[config.mk]
export PLATFORM = sky130hd
export DESIGN_NAME = j1_wb_bridge
export DESIGN_NICKNAME = d
export VERILOG_FILES = /design/src/rtl/j1_wb_pkg.sv /design/src/rtl/j1_wb_timeout.sv /design/src/rtl/j1_wb_bridge.sv
export SDC_FILE = /design/constraint.sdc
export NUM_CORES = 1
export LEC_CHECK = 0
export CAP_MARGIN = 20
export CORE_AREA = 5 5 91 127
export DETAILED_ROUTE_END_ITERATION = 10
export DIE_AREA = 0 0 96 132
export PLACE_DENSITY = 0.66
export SYNTH_ARGS = -nofsm -noshare
export SYNTH_HDL_FRONTEND = slang
export SYNTH_SLANG_ARGS = --single-unit
[constraint.sdc]
create_clock -name clk -period 1.9 [get_ports clk]
set_clock_uncertainty 0.1 [all_clocks]
set_input_delay 0.285 -clock clk [delete_from_list [all_inputs] [get_ports clk]]
set_output_delay 0.285 -clock clk [all_outputs]
set_load 0.05 [all_outputs]
[src/rtl/j1_wb_pkg.sv]
// Shared types and defaults for the J1 ibus/dbus to Wishbone bridge.
package j1_wb_pkg;

    typedef enum logic [1:0] {IDLE, DCYC, ICYC} state_t;

    localparam int DEF_AW = 16;
    localparam int DEF_DW = 16;

    function automatic int sel_width(input int dw);
        return dw / 8;
    endfunction

endpackage

[src/rtl/j1_wb_timeout.sv]
// Wait-state counter for one Wishbone cycle; expired marks the last cycle allowed.
module j1_wb_timeout #(
    parameter int TIMEOUT = 255
) (
    input  logic clk,
    input  logic reset,
    input  logic clr,
    input  logic en,
    output logic expired
);

    generate
        if (TIMEOUT > 0) begin : g_cnt
            localparam int CW = $clog2(TIMEOUT + 1);
            localparam logic [CW-1:0] LAST = CW'(TIMEOUT - 1);
            localparam logic [CW-1:0] SAT  = CW'(TIMEOUT);

            logic [CW-1:0] cnt;

            // Saturating so a stuck enable can never wrap back into range.
            always_ff @(posedge clk) begin
                if (!reset || clr) begin
                    cnt <= '0;
                end else if (en && cnt != SAT) begin
                    cnt <= cnt + 1'b1;
                end
            end

            assign expired = en && (cnt == LAST);
        end else begin : g_off
            assign expired = 1'b0;
        end
    endgenerate

endmodule

[src/rtl/j1_wb_bridge.sv]
// Registered Wishbone B4 classic master shared by the J1 fetch and data buses.
// state | meaning
// IDLE  | no Wishbone cycle, waiting for a request
// DCYC  | data-bus access in flight
// ICYC  | instruction fetch in flight
module j1_wb_bridge
    import j1_wb_pkg::*;
#(
    parameter int AW         = DEF_AW,
    parameter int DW         = DEF_DW,
    parameter int TIMEOUT    = 255,
    parameter int DBUS_FIRST = 1
) (
    input  logic                     clk,
    input  logic                     reset,
    input  logic                     ibus_re,
    input  logic [AW-1:0]            ibus_adr,
    output logic [DW-1:0]            ibus_dat_i,
    output logic                     ibus_done,
    input  logic                     dbus_re,
    input  logic                     dbus_we,
    input  logic [AW-1:0]            dbus_adr,
    input  logic [DW-1:0]            dbus_dat_o,
    output logic [DW-1:0]            dbus_dat_i,
    output logic                     dbus_done,
    output logic                     core_stall,
    output logic [AW-1:0]            wb_adr_o,
    output logic [DW-1:0]            wb_dat_o,
    input  logic [DW-1:0]            wb_dat_i,
    output logic                     wb_we_o,
    output logic [sel_width(DW)-1:0] wb_sel_o,
    output logic                     wb_stb_o,
    output logic                     wb_cyc_o,
    input  logic                     wb_ack_i,
    input  logic                     wb_err_i,
    output logic                     bus_error,
    output logic [AW-1:0]            err_adr,
    input  logic                     err_clr
);

    state_t state;
    logic   served_d, served_i;
    logic   dreq, ireq, active, expired, term, fail;
    logic   start_d, start_i, stop;

    // A bus already served while the core is still stalled must not be replayed.
    assign dreq   = (dbus_re | dbus_we) & ~served_d;
    assign ireq   = ibus_re & ~served_i;
    assign active = reset && (state != IDLE);
    assign term   = active && (wb_ack_i || wb_err_i || expired);
    assign fail   = active && (wb_err_i || (expired && !wb_ack_i));

    assign dbus_done  = term && (state == DCYC);
    assign ibus_done  = term && (state == ICYC);
    assign dbus_dat_i = (dbus_done && !fail) ? wb_dat_i : '0;
    assign ibus_dat_i = (ibus_done && !fail) ? wb_dat_i : '0;
    assign core_stall = (dreq && !dbus_done) || (ireq && !ibus_done);

    assign start_d = (state == IDLE) ? (dreq && (DBUS_FIRST != 0 || !ireq)) : (ibus_done && dreq);
    assign start_i = (state == IDLE) ? (ireq && !start_d) : (dbus_done && ireq);
    assign stop    = term && !start_d && !start_i;

    j1_wb_timeout #(.TIMEOUT(TIMEOUT)) u_timeout (
        .clk     (clk),
        .reset   (reset),
        .clr     (term),
        .en      (state != IDLE),
        .expired (expired)
    );

    always_ff @(posedge clk) begin
        if (!reset) begin
            state     <= IDLE;
            served_d  <= 1'b0;
            served_i  <= 1'b0;
            wb_adr_o  <= '0;
            wb_dat_o  <= '0;
            wb_we_o   <= 1'b0;
            wb_sel_o  <= '0;
            wb_stb_o  <= 1'b0;
            wb_cyc_o  <= 1'b0;
            bus_error <= 1'b0;
            err_adr   <= '0;
        end else begin
            served_d <= core_stall && (served_d || dbus_done);
            served_i <= core_stall && (served_i || ibus_done);

            // A fresh failure beats a simultaneous clear.
            if (fail && (!bus_error || err_clr)) begin
                bus_error <= 1'b1;
                err_adr   <= wb_adr_o;
            end else if (err_clr) begin
                bus_error <= 1'b0;
                err_adr   <= '0;
            end

            if (start_d) begin
                state    <= DCYC;
                wb_adr_o <= dbus_adr;
                wb_we_o  <= dbus_we;
                wb_dat_o <= dbus_dat_o;
                wb_sel_o <= '1;
                wb_stb_o <= 1'b1;
                wb_cyc_o <= 1'b1;
            end else if (start_i) begin
                state    <= ICYC;
                wb_adr_o <= ibus_adr;
                wb_we_o  <= 1'b0;
                wb_sel_o <= '1;
                wb_stb_o <= 1'b1;
                wb_cyc_o <= 1'b1;
            end else if (stop) begin
                state    <= IDLE;
                wb_we_o  <= 1'b0;
                wb_sel_o <= '0;
                wb_stb_o <= 1'b0;
                wb_cyc_o <= 1'b0;
            end
        end
    end

endmodule

# Word level (Yosys, flattened, before mapping)
# Index checks and enable logic that the tools add are counted.
# op_classes
n_mux	20
add_sub_neg	1
eq_ne	4
n_reduce_logical	43
n_bitwise	6
# op_table
operator	n
two-way mux 16 bit	6
logical AND 1 bit	20
two-way mux 1 bit	10
adder 8 x 1 -> 8 bit (second input constant)	1
equality test 8 bit (second input constant)	1
logical NOT 1 bit	8
logical OR 1 bit	8
two-way mux 2 bit	4
inequality test 8 bit (second input constant)	1
nonzero test 2 bit	4
inverter 1 bit	3
nonzero test 3 bit	1
AND 1 bit	2
equality test 2 x 1 -> 1 bit (second input constant)	1
equality test 2 bit (second input constant)	1
logical NOT 2 bit	1
OR reduction 2 bit	1
bitwise OR 1 bit	1
# word_totals
wordCells	86
register_bits	65
inputBits	72

# Depth between registers and ports, before layout
# Gate-level depths: netlist of run 1.
# logic_depth
word_depth	15
ltp_mapped	9

# Hierarchy
# From an unflattened synthesis of run 1, not the netlist that was laid out.
# hier_totals
hier_cells	370
area_unflattened_um2	3106.7
# modules_own_cells
mod	seq_area_each_um2	cells_each	area_per_inst_um2	n_inst
j1_wb_bridge	1101.1	320	2633.8	1
j1_wb_timeout	160.2	50	473.0	1

# Least setup slack after synthesis of run 1
# Ideal clock, no wire load.
# synth_path
path_kind	register to output
startpoint	register u_timeout.g_cnt.cnt[0]
endpoint	output port dbus_done
arrival_time_ps	1811
n_path_buf	0
setup_slack_ps	-296
stages_incl_launch_ff	7
path_cell_list	dfxtp_1 > inv_1 > ha_1 > nand3_1 > o31ai_1 > nand2_1 > nor2_1
# synth_between
elab_chain_cells	5
# synth_lines
item	line_no	text
start, declared	j1_wb_timeout.sv:18	logic [CW-1:0] cnt;
start signal, assigned	j1_wb_timeout.sv:25	cnt <= cnt + 1'b1;
equality test 8 bit	j1_wb_timeout.sv:29	assign expired = en && (cnt == LAST);
logical AND 1 bit	j1_wb_timeout.sv:29	
logical OR 1 bit	j1_wb_bridge.sv:50	assign term = active && (wb_ack_i || wb_err_i || expired);
logical AND 1 bit	j1_wb_bridge.sv:50	
logical AND 1 bit	j1_wb_bridge.sv:53	assign dbus_done = term && (state == DCYC);
end, declared	j1_wb_bridge.sv:25	output logic dbus_done,
# No other way between the ends.

# Final worst setup path of run 1
# layout_path
startpoint	register u_timeout.g_cnt.cnt[5]
endpoint	output port ibus_done
# layout_between
elab_chain_cells	5
# layout_lines
item	line_no	text
equality test 8 bit	j1_wb_timeout.sv:29	
logical AND 1 bit	j1_wb_timeout.sv:29	
logical OR 1 bit	j1_wb_bridge.sv:50	
logical AND 1 bit	j1_wb_bridge.sv:50	
logical AND 1 bit	j1_wb_bridge.sv:54	assign ibus_done = term && (state == ICYC);
end, declared	j1_wb_bridge.sv:19	output logic ibus_done,
# No other way between the ends.

==> results of run 1 <==
==> final timing paths <==
path,to,cells after the start,from
setup / recovery,ibus_done,5,u_timeout.g_cnt.cnt[5]
hold / removal,bus_error,3,wb_err_i
setup reg to reg,wb_dat_o[0],10,u_timeout.g_cnt.cnt[0]
hold reg to reg,wb_dat_o[11],2,wb_dat_o[11]
==> through the flow <==
stage	total power, mW	cell area, um2
2_1_floorplan	2.32	3060
3_3_place_gp	2.89	5280
3_5_place_dp	2.91	5280
4_1_cts	4.47	5800
5_1_grt	4.71	5990
6_report	4.50	5990
==> worst min-delay path, delay by kind of cell <==
family                 cells  cell delay [ps]
AO/OA/AOI/OAI              2              240
buffers and inverters      1              130
==> what timing repair did <==
| item | in CTS | in global routing |
|---|---|---|
| pin swaps | 10 | 15 |
| resized for setup | 63 | 38 |
| endpoints found under the setup margin | 42 | 108 |
| setup buffers | 4 | 4 |
| gates cloned | 3 | 3 |
| hold endpoints to repair | 0 | 0 |
==> logic make-up (layout without fill, tap and decap cells) <==
| family | count (synthesis) | count (layout) | synth area share [%] |
|---|---|---|---|
| XOR/XNOR | 7 | 7 | 2.04 |
| multiplexers | 16 | 16 | 7.23 |
| buffers and inverters | 29 | 224 | 5.28 |
| AO/OA/AOI/OAI | 72 | 72 | 14.7 |
| adder cells (fa/ha/maj) | 2 | 2 | 0.831 |
| flip-flops | 63 | 63 | 41.9 |
| AND/OR/NAND/NOR | 181 | 181 | 28.0 |
==> state kept, by name, summed over array words and instances (netlist names) <==
register,count
bus_error,1
served_d,1
served_i,1
wb_we_o,1
wb_adr_o,16
u_timeout.g_cnt.cnt,8
wb_dat_o,16
state,2
err_adr,16
wb_sel_o,1
==> cells in the final DEF, fill, tap and decap left out, drive strengths merged, types with 2 or more instances in the layout <==
| master | Yosys | routed |
|---|---|---|
| dfxtp | 63 | 63 |
| clkinvlp | 0 | 3 |
| nand3 | 4 | 4 |
| buf | 12 | 99 |
| nand4 | 2 | 2 |
| o21ai | 19 | 19 |
| o31ai | 2 | 2 |
| inv | 5 | 5 |
| clkbuf | 12 | 12 |
| or2 | 2 | 2 |
| dlygate4sd2 | 0 | 3 |
| and2 | 36 | 36 |
| nor3b | 2 | 2 |
| clkdlybuf4s50 | 0 | 81 |
| xor2 | 5 | 5 |
| a32oi | 2 | 2 |
| xnor2 | 2 | 2 |
| ha | 2 | 2 |
| nor2 | 35 | 35 |
| dlymetal6s2s | 0 | 17 |
| clkinv | 0 | 4 |
| and4 | 2 | 2 |
| a31oi | 18 | 18 |
| a21oi | 23 | 23 |
| mux2 | 16 | 16 |
| nand2 | 92 | 92 |
==> routing by layer <==
metal / track usage, % / part of all wire (%) / up-vias
li1: - / - / 1622
met5: 0 / 0 / -
met2: 31.6 / 54 / 132
met3: 7.54 / 9.5 / 10
met1: 17.5 / 36 / 1510
met4: 5.06 / 1.0 / 0
==> power groups by stage <==
| stage | sequential [mW] | combinational, mW | clock, mW |
|---|---|---|---|
| after floorplan | 1.88 | 0.446 | 0 |
| after global placement | 1.54 | 1.35 | 0 |
| after detailed placement | 1.55 | 1.37 | 0 |
| after CTS | 1.52 | 1.41 | 1.54 |
| after global routing | 1.54 | 1.59 | 1.59 |
| final | 1.52 | 1.49 | 1.49 |
==> final cells by class <==
type                    count  share of cell area, %
well taps                 138                   2.88
inverters                   5                  0.355
flip-flops and latches     63                   21.2
repair buffers            203                   40.3
clock inverters             7                  0.836
clock buffers               9                   3.76
multi-input cells         278                   30.7
==> cells in the mapped netlist (5+ instances only) <==
| cell | number | share of area [%] |
|---|---|---|
| clkbuf_1 | 11 | 1.4 |
| mux2_4 | 10 | 5.0 |
| buf_2 | 5 | 0.83 |
| nand2_1 | 92 | 11 |
| a21oi_1 | 22 | 3.7 |
| o21ai_0 | 16 | 2.7 |
| a31oi_1 | 18 | 3.7 |
| mux2_2 | 6 | 2.2 |
| and2_1 | 36 | 7.5 |
| xor2_1 | 5 | 1.5 |
| nor2_1 | 35 | 4.4 |
| dfxtp_1 | 63 | 42 |
==> flow_metrics.py, run 1 <==
metrics = {
    "run_status": {
        "outcome": "finished with violations",
        "violations": "negative setup slack",
    },
    "logic_synthesis": {
        "synth_edf_count": 0,
        "synth.distinct_cells": 48,
        "synth_flop_cell": "dfxtp_1",
        "synth_area_mm2": 0.00301,
        "ys_warn_count": 0,
        "syn_area_per_cell_um2": 8.14,
        "synth.net_count": 444,
        "syn_inst": 370,
        "ys_seq_area_share_pct": 41.9,
        "synth-seq-cells": 63,
        "async_flop_share_pct": 0,
    },
    "global_route": {
        "grt-ovfl-total": 0,
        "grt_max_degree": 34,
        "grt_pass1_vias": 3563,
        "antenna_found_initial": 0,
        "grt_pass1_wl_mm": 17.5,
        "track_usage_pct": 17.4,
    },
    "routing": {
        "viasPerCell": 4.66,
        "wl_per_cell_um": 15.9,
        "ant_nets": 0,
        "dr.pass1.iters": 5,
        "vias": 3274,
        "routed_wl_mm": 11.2,
        "drc_errors": 0,
        "drtIter0Drc": 100,
    },
    "timing": {
        "worst_hold_slack_ps": 272,
        "rsz0062_at_grt": "true",
        "hold_viol": 0,
        "finalWorstSetupSlack_ps": -89.0,
        "finalCritPeriodShare_pct": 105,
        "setup_viol": 3,
        "drv_slew": 0,
        "period_minus_slack_ps": 1990,
        "slew_headroom_pct": 64.0,
        "fmax_mhz": 503,
        "worst_slew_pin_slew_ps": 538,
        "fin_tns_setup_ps": -256,
    },
    "critical_path": {
        "arrival_ps": 1600,
        "cp_max_fo": 5,
        "reg2reg_slack_ps": 20,
        "cpPeakStageDelay_ps": 380,
        "critical_path.endpoint_type": "output port",
        "cp_top_family": "simple AND/OR/NAND/NOR gates",
        "crit_buf_inv": 1,
        "cp-start-kind": "register",
        "crit_required_ps": 1510,
        "crit_type": "register to output port",
        "crit_chain": "nand4_4 -> o31ai_4 -> nand2_2 -> nor2_4 -> buf_12",
        "slowest_stage": "dfxtp_1",
    },
    "placement": {
        "post-dp-hpwl_mm": 7.99,
        "gp_congestion": 0.790,
        "place_ws_ps": -174,
        "dp.cells": 673,
        "portBuffers": 160,
    },
    "clock_tree": {
        "clock_latency_ps": 330,
        "cts_buffers": 9,
        "cts.reportedPaths.clkPinSlew_ps": 50,
        "clockBufferDepth": 2,
        "h-tree-depth": 3,
        "cts_tree": "done",
        "cts_hold_buf": 0,
        "clkSinkCount": 63,
        "clockRootBuffer": "clkbuf_16",
    },
    "floorplan": {
        "die_x_um": 96,
        "die-area_mm2": 0.0127,
        "die_y_um": 132,
        "io_pins": 161,
        "core_mm2": 0.0102,
        "initial_core_util_pct": 29.4,
        "rows": 44,
    },
    "final_layout": {
        "area_delta_synth_final_pct": 98.8,
        "antenna_cells": 0,
        "regArea_mm2": 0.00127,
        "drive_gt1_share_pct": 37.5,
        "multi_input_area_mm2": 0.00184,
        "fin_nets": 634,
        "fillers": 902,
        "final_util_pct": 58.5,
        "stdcell_count": 703,
    },
    "power": {
        "power_frac_seq_pct": 33.8,
        "power_density_mw_per_mm2": 751,
        "p_int_mw": 2.95,
        "switchingPower_mw": 1.55,
        "switching_share_pct": 34.4,
        "peakVddDrop_uv": 486,
        "cellLeakagePower_nw": 2.69,
        "comb_power_share_pct": 33.1,
        "pwr-share-clk_pct": 33.1,
    },
    "flow_run": {
        "cap_violations": 0,
    },
    "hold_path": {
        "hp-class": "primary input to register",
    },
}
Power figures use the tool's default switching activity.
==> inputs of run 2 (changes only) <==
--- a/config.mk
+++ b/config.mk
@@ -5,11 +5,12 @@
 export SDC_FILE = /design/constraint.sdc
 export NUM_CORES = 1
 export LEC_CHECK = 0
+export ABC_AREA = 1
 export CAP_MARGIN = 20
-export CORE_AREA = 5 5 91 127
+export CORE_AREA = 5 5 83 116
 export DETAILED_ROUTE_END_ITERATION = 10
-export DIE_AREA = 0 0 96 132
-export PLACE_DENSITY = 0.66
+export DIE_AREA = 0 0 88 121
+export PLACE_DENSITY = 0.76
 export SYNTH_ARGS = -nofsm -noshare
 export SYNTH_HDL_FRONTEND = slang
 export SYNTH_SLANG_ARGS = --single-unit
==> run 2 against run 1 <==
Effect of this change:
- the flow still finishes with violations (negative setup slack)
- clock power up 30%
- register-to-register slack worse by 200 ps
- non-clock buffer count up 3
- wire length down 1.0%
- final area up 5.1%
- largest power group is now the clock network
- cell count up 3.8%
- critical path type unchanged
- setup slack worse by 300 ps
==> flow_metrics.py, run 2 <==
metrics = {
    "power": {
        "switchingPower_mw": 1.81,
        "cellLeakagePower_nw": 2.90,
        "power_frac_seq_pct": 29.0,
        "switching_share_pct": 33.8,
        "power_density_mw_per_mm2": 853,
        "total_power_mw": 5.37,
        "p_int_mw": 3.55,
        "comb_power_share_pct": 34.9,
        "peakVddDrop_uv": 642,
        "pwr-share-clk_pct": 36.1,
    },
    "logic_synthesis": {
        "syn_inst": 426,
        "synthTopCellsByArea": "dfxtp_1 (44%), nand2_1 (13%), nor2_1 (11%)",
        "synth-seq-cells": 63,
        "ys_warn_count": 0,
        "yosys.area.top_type_share_pct": 43.7,
        "yosys.area_share.adder_pct": 0.867,
        "synthMuxAreaShare_pct": 0,
        "synth_xor_area_share_pct": 0.910,
        "synth.distinct_cells": 27,
        "synth_compound_area_share_pct": 11.3,
        "async_flop_share_pct": 0,
        "ys_seq_area_share_pct": 43.7,
        "synth-simple-area-share_pct": 34.1,
        "yosysMostFrequentCell": "nand2_1",
        "yosysTopAreaCell": "dfxtp_1",
        "synth_flop_cell": "dfxtp_1",
        "synth_edf_count": 0,
        "syn_area_per_cell_um2": 6.78,
        "synth.net_count": 500,
        "synth_top_family_by_area": "simple AND/OR/NAND/NOR gates",
        "synth_area_mm2": 0.00289,
        "synthTopCellsByCount": "nand2_1 (101), nor2_1 (81), dfxtp_1 (63), a21oi_1 (40), nand3_1 (36)",
    },
    "critical_path": {
        "cp_top_family": "simple AND/OR/NAND/NOR gates",
        "arrival_ps": 1910,
        "cpPeakStageDelay_ps": 320,
        "crit_type": "register to output port",
        "crit_chain": "inv_2 -> ha_4 -> inv_2 -> nor2_2 -> nand3_2 -> nand2_2 -> buf_6 -> nand2_4 -> nor2_4 -> nand2_4 -> buf_12 -> nor2_4 -> buf_12",
        "crit_required_ps": 1510,
        "cp_max_fo": 8,
        "critical_path.endpoint_type": "output port",
        "slowest_stage": "dfxtp_2",
        "crit_buf_inv": 5,
        "cp-start-kind": "register",
    },
    "timing": {
        "worst_slew_pin_slew_ps": 550,
        "finalWorstSetupSlack_ps": -390,
        "fmax_mhz": 437,
        "finalCritPeriodShare_pct": 121,
        "setup_viol": 73,
        "period_minus_slack_ps": 2290,
        "drv_slew": 0,
        "slew_headroom_pct": 63.3,
        "worst_hold_slack_ps": 356,
        "hold_viol": 0,
        "rsz0062_at_grt": "true",
    },
    "global_route": {
        "antenna_found_initial": 0,
        "grt_max_degree": 38,
        "grt_pass1_vias": 3497,
        "grt-ovfl-total": 0,
        "track_usage_pct": 19.8,
        "grt_pass1_wl_mm": 16.5,
    },
    "placement": {
        "post-dp-hpwl_mm": 7.87,
        "portBuffers": 160,
        "dp.cells": 705,
        "placed_area_mm2": 0.00539,
        "gp_congestion": 0.821,
    },
    "clock_tree": {
        "h-tree-depth": 3,
        "cts.reportedPaths.clkPinSlew_ps": 50,
        "clockRootBuffer": "clkbuf_16",
        "cts_tree": "done",
        "clockBufferDepth": 2,
        "cts_buffers": 9,
        "clock_latency_ps": 330,
        "clkSinkCount": 63,
        "cts_hold_buf": 0,
    },
    "final_layout": {
        "drive_gt1_share_pct": 40.8,
        "final_util_pct": 74.4,
        "final_common_cell": "clkdlybuf4s50_1",
        "final_area_mm2": 0.00629,
        "area_delta_synth_final_pct": 118,
        "final_cell_mix": "clkdlybuf4s50_1 (73), buf_4 (64), nand2_1 (63)",
        "antenna_cells": 0,
        "stdcell_count": 730,
        "top_regs": "err_adr x16, wb_adr_o x16, wb_dat_o x16",
        "fin_nets": 694,
    },
    "floorplan": {
        "initial_core_util_pct": 34.1,
        "die-area_mm2": 0.0106,
        "core_mm2": 0.00846,
        "die_y_um": 121,
        "die_x_um": 88,
        "rows": 40,
        "io_pins": 161,
    },
    "flow_run": {
        "cap_violations": 0,
    },
    "run_status": {
        "outcome": "finished with violations",
        "violations": "negative setup slack",
    },
    "routing": {
        "dr.pass1.iters": 4,
        "drc_errors": 0,
        "vias": 3526,
        "ant_nets": 0,
        "wl_per_cell_um": 15.1,
        "routed_wl_mm": 11.1,
        "drtIter0Drc": 118,
        "viasPerCell": 4.83,
    },
    "hold_path": {
        "hp-class": "register to register",
    },
}
run 2: repair_timing:
action                                  4_1_cts  5_1_grt
endpoints found under the hold margin         0        0
endpoints found under the setup margin       54       79
buffers inserted                              1        8
gates cloned                                  3        0
gates resized for setup                      21      110
pin swaps                                    27       30
run 2: cells by family (layout without fill, tap and decap cells):
group | Yosys count | count (layout)
simple gates | 233 | 234
buf+inv | 61 | 259
flops | 63 | 63
xor+xnor | 3 | 3
compound gates | 64 | 64
fa+ha+maj | 2 | 2
run 2: area by class of cell:
| class | instances | area, um2 |
|---|---|---|
| tap | 105 | 131 |
| clock inverter | 5 | 104 |
| fill | 588 | 2160 |
| timing repair buffer | 206 | 2410 |
| sequential | 63 | 1260 |
| clock buffer | 11 | 253 |
| multi-input combinational | 303 | 1990 |
| inverter | 37 | 148 |
run 2: routing by layer:
layer / vias to the layer above / global-route usage [%] / part of all wire, %
met5: - / 0 / 0
met4: 0 / 8.73 / 2.4
met3: 21 / 4.82 / 7.7
met2: 145 / 37.4 / 55
met1: 1622 / 19.8 / 35
li1: 1738 / - / -
run 2: final timing paths:
check | cells past startpoint | start | end | slack [ps]
max reg2reg | 16 | u_timeout.g_cnt.cnt[0] | wb_dat_o[0] | -180
max | 13 | u_timeout.g_cnt.cnt[0] | ibus_dat_i[1] | -390
min reg2reg | 2 | err_adr[1] | err_adr[1] | 360
min | 2 | err_adr[1] | err_adr[1] | 360
run 2: stage by stage:
step | setup slack (ps) | TNS (ps)
6_report | -390 | -16620
5_1_grt | -508 | -25530
4_1_cts | -423 | -14620
3_5_place_dp | -345 | -19000
3_3_place_gp | -324 | -18180
2_1_floorplan | -345 | -9870
run 2: power groups by stage:
stage               Sequential [mW]  Combinational [mW]  Clock [mW]
global route                   1.57                1.98        2.03
detailed placement             1.56                1.60           0
CTS                            1.53                1.71        1.96
floorplan                      1.93               0.584           0
global placement               1.56                1.58           0
finish                         1.55                1.87        1.94
run 2: worst register-to-register path: stages, from the launching register on:
cell and delay [ps]:
dfxtp_2 320, inv_2 60, ha_4 120, inv_2 30
nor2_2 80, nand3_2 110, nand2_2 110, buf_6 100
nand2_4 40, buf_4 130, buf_6 120, nand2_8 90
nand2_8 100, buf_12 160, buf_12 150, nand2_4 70
a21oi_2 50
==> inputs of run 3 (changes only) <==
--- a/config.mk
+++ b/config.mk
@@ -7,9 +7,10 @@
 export LEC_CHECK = 0
 export ABC_AREA = 1
 export CAP_MARGIN = 20
-export CORE_AREA = 5 5 83 116
+export CORE_AREA = 2 2 80 113
 export DETAILED_ROUTE_END_ITERATION = 10
-export DIE_AREA = 0 0 88 121
+export DIE_AREA = 0 0 82 115
+export MAX_ROUTING_LAYER = met4
 export PLACE_DENSITY = 0.76
 export SYNTH_ARGS = -nofsm -noshare
 export SYNTH_HDL_FRONTEND = slang
==> run 3 against run 2 <==
Effect of this change:
- the flow still finishes with violations (negative setup slack)
- total power fell by 7.1%
- maximum frequency about the same
- cell count is 0.82% higher
- sequential power about the same
- final area decreased by 1.6%
- largest cell class unchanged
- largest power group is now combinational logic
==> flow_metrics.py, run 3 (synthesis results as in run 2) <==
metrics = {
    "timing": {
        "hold_viol": 0,
        "drv_slew": 0,
        "setup_viol": 60,
        "fmax_mhz": 437,
        "finalCritPeriodShare_pct": 120,
        "rsz0062_at_grt": "true",
        "finalWorstSetupSlack_ps": -388,
        "period_minus_slack_ps": 2290,
        "worst_slew_pin_slew_ps": 543,
        "fin_tns_setup_ps": -15960,
        "slew_headroom_pct": 63.7,
    },
    "final_layout": {
        "final_common_cell": "nand2_1",
        "drive_gt1_share_pct": 36.6,
        "antenna_cells": 0,
        "stdcell_count": 736,
        "final_cell_mix": "nand2_1 (81), clkdlybuf4s50_1 (78), buf_4 (68)",
        "area_delta_synth_final_pct": 114,
        "final_util_pct": 73.6,
        "top_regs": "err_adr x16, wb_adr_o x16, wb_dat_o x16",
        "final_area_mm2": 0.00619,
        "fin_nets": 700,
        "fillers": 609,
    },
    "floorplan": {
        "initial_core_util_pct": 34.3,
        "rows": 40,
        "die_x_um": 82,
        "io_pins": 161,
        "die_y_um": 115,
        "core_mm2": 0.00841,
        "die-area_mm2": 0.00943,
    },
    "routing": {
        "viasPerCell": 4.83,
        "met1Wirelength_mm": 3.68,
        "wl_met2_mm": 5.99,
        "ant_nets": 0,
        "vias": 3554,
        "wl_per_cell_um": 14.4,
        "route.met3.wl_um": 804,
        "routed_wl_mm": 10.6,
        "drc_errors": 0,
        "dr.pass1.iters": 4,
        "top_layer": "met4",
        "drtIter0Drc": 136,
    },
    "placement": {
        "portBuffers": 160,
        "dp.cells": 707,
        "gp_congestion": 0.789,
        "post-dp-hpwl_mm": 7.53,
        "placed_area_mm2": 0.00541,
    },
    "critical_path": {
        "crit_type": "register to output port",
        "slowest_stage": "dfxtp_2",
        "crit_required_ps": 1510,
        "arrival_ps": 1900,
        "crit_buf_inv": 5,
        "cp_top_family": "simple AND/OR/NAND/NOR gates",
        "cpPeakStageDelay_ps": 320,
        "cp_max_fo": 9,
        "critical_path.endpoint_type": "output port",
        "cp-start-kind": "register",
        "crit_chain": "inv_2 -> ha_4 -> inv_2 -> nor2_2 -> nand3_2 -> nand2_2 -> buf_6 -> nand2_4 -> nor2_4 -> nand2_4 -> buf_12 -> nor2_4 -> buf_12",
    },
    "global_route": {
        "grt_pass1_vias": 3530,
        "grt_pass1_wl_mm": 16.1,
        "track_usage_pct": 22.5,
        "antenna_found_initial": 0,
        "grt_max_degree": 38,
        "grt-ovfl-total": 0,
    },
    "clock_tree": {
        "cts_buffers": 9,
        "cts.reportedPaths.clkPinSlew_ps": 50,
        "cts_hold_buf": 0,
        "clock_latency_ps": 320,
        "clockRootBuffer": "clkbuf_16",
        "clkSinkCount": 63,
        "cts_tree": "done",
        "h-tree-depth": 3,
        "clockBufferDepth": 2,
    },
    "power": {
        "cellLeakagePower_nw": 2.85,
        "power_density_mw_per_mm2": 806,
        "peakVddDrop_uv": 772,
    },
    "hold_path": {
        "hp-class": "register to register",
    },
    "flow_run": {
        "cap_violations": 0,
    },
    "run_status": {
        "violations": "negative setup slack",
        "outcome": "finished with violations",
    },
}
run 3: cell types whose count changed in the layout (fill, tap and decap cells not counted), moves of 3 or more:
| cell | delta |
|---|---|
| nand2_1 | +18 |
| nand2_2 | -13 |
| clkdlybuf4s50_1 | +5 |
| buf_4 | +4 |
| buf_8 | -4 |
| nand2_4 | -4 |
| a21oi_1 | +3 |
| a21oi_2 | -3 |
| buf_12 | -3 |
| clkbuf_1 | +3 |
run 3: per-stage QoR:
stage / total power, mW / hold slack, ps / setup WS, ps
2_1_floorplan: 2.52 / 342 / -345
3_3_place_gp: 3.13 / 347 / -341
3_5_place_dp: 3.16 / 349 / -352
4_1_cts: 4.86 / 357 / -375
5_1_grt: 5.18 / 373 / -479
6_report: 4.99 / 354 / -388
run 3: worst register-to-register path, cell delays in order (launching register included):
cell and delay [ps]:
dfxtp_2 320, inv_2 50, ha_4 110, inv_2 30
nor2_2 80, nand3_2 110, nand2_2 110, nand3_2 100
buf_4 150, buf_4 120, buf_4 110, buf_4 130
nand2_2 50, nand2_2 70, nand2_4 120, buf_6 140
o21ai_2 60, nor2_1 110
run 3: power breakdown:
part | leakage, nW | internal, mW | switching [mW]
Sequential | 0.518 | 1.45 | 0.105
Clock | 0.140 | 1.05 | 0.560
Combinational | 2.19 | 0.738 | 1.09
run 3: final timing paths:
kind,startpoint,endpoint,slack [ps],cells after the start
worst max-delay path,u_timeout.g_cnt.cnt[0],ibus_dat_i[11],-390,13
worst min-delay path,wb_dat_o[9],wb_dat_o[9],350,2
worst max register to register,u_timeout.g_cnt.cnt[0],wb_adr_o[1],-220,17
worst min register to register,wb_dat_o[9],wb_dat_o[9],350,2
run 3: area by class of cell:
type | count | area, um2 | share of cell area (%)
Timing Repair Buffer | 212 | 2450 | 39.7
Sequential cell | 63 | 1260 | 20.4
Tap cell | 105 | 131 | 2.12
Clock inverter | 3 | 42.5 | 0.687
Multi-Input combinational cell | 303 | 1900 | 30.7
Clock buffer | 13 | 250 | 4.04
Inverter | 37 | 148 | 2.38
run 3: metal layers:
layer | GRT usage (%) | vias up
met5 | - | -
met4 | 5.89 | 0
met3 | 5.65 | 13
met2 | 43.3 | 154
met1 | 21.5 | 1645
li1 | - | 1742
run 3: what timing repair did:
| item | CTS | global route |
|---|---|---|
| cloned | 3 | 2 |
| pin swaps | 13 | 9 |
| setup buffers | 5 | 4 |
| resized for setup | 32 | 63 |
| endpoints found under the setup margin | 55 | 78 |
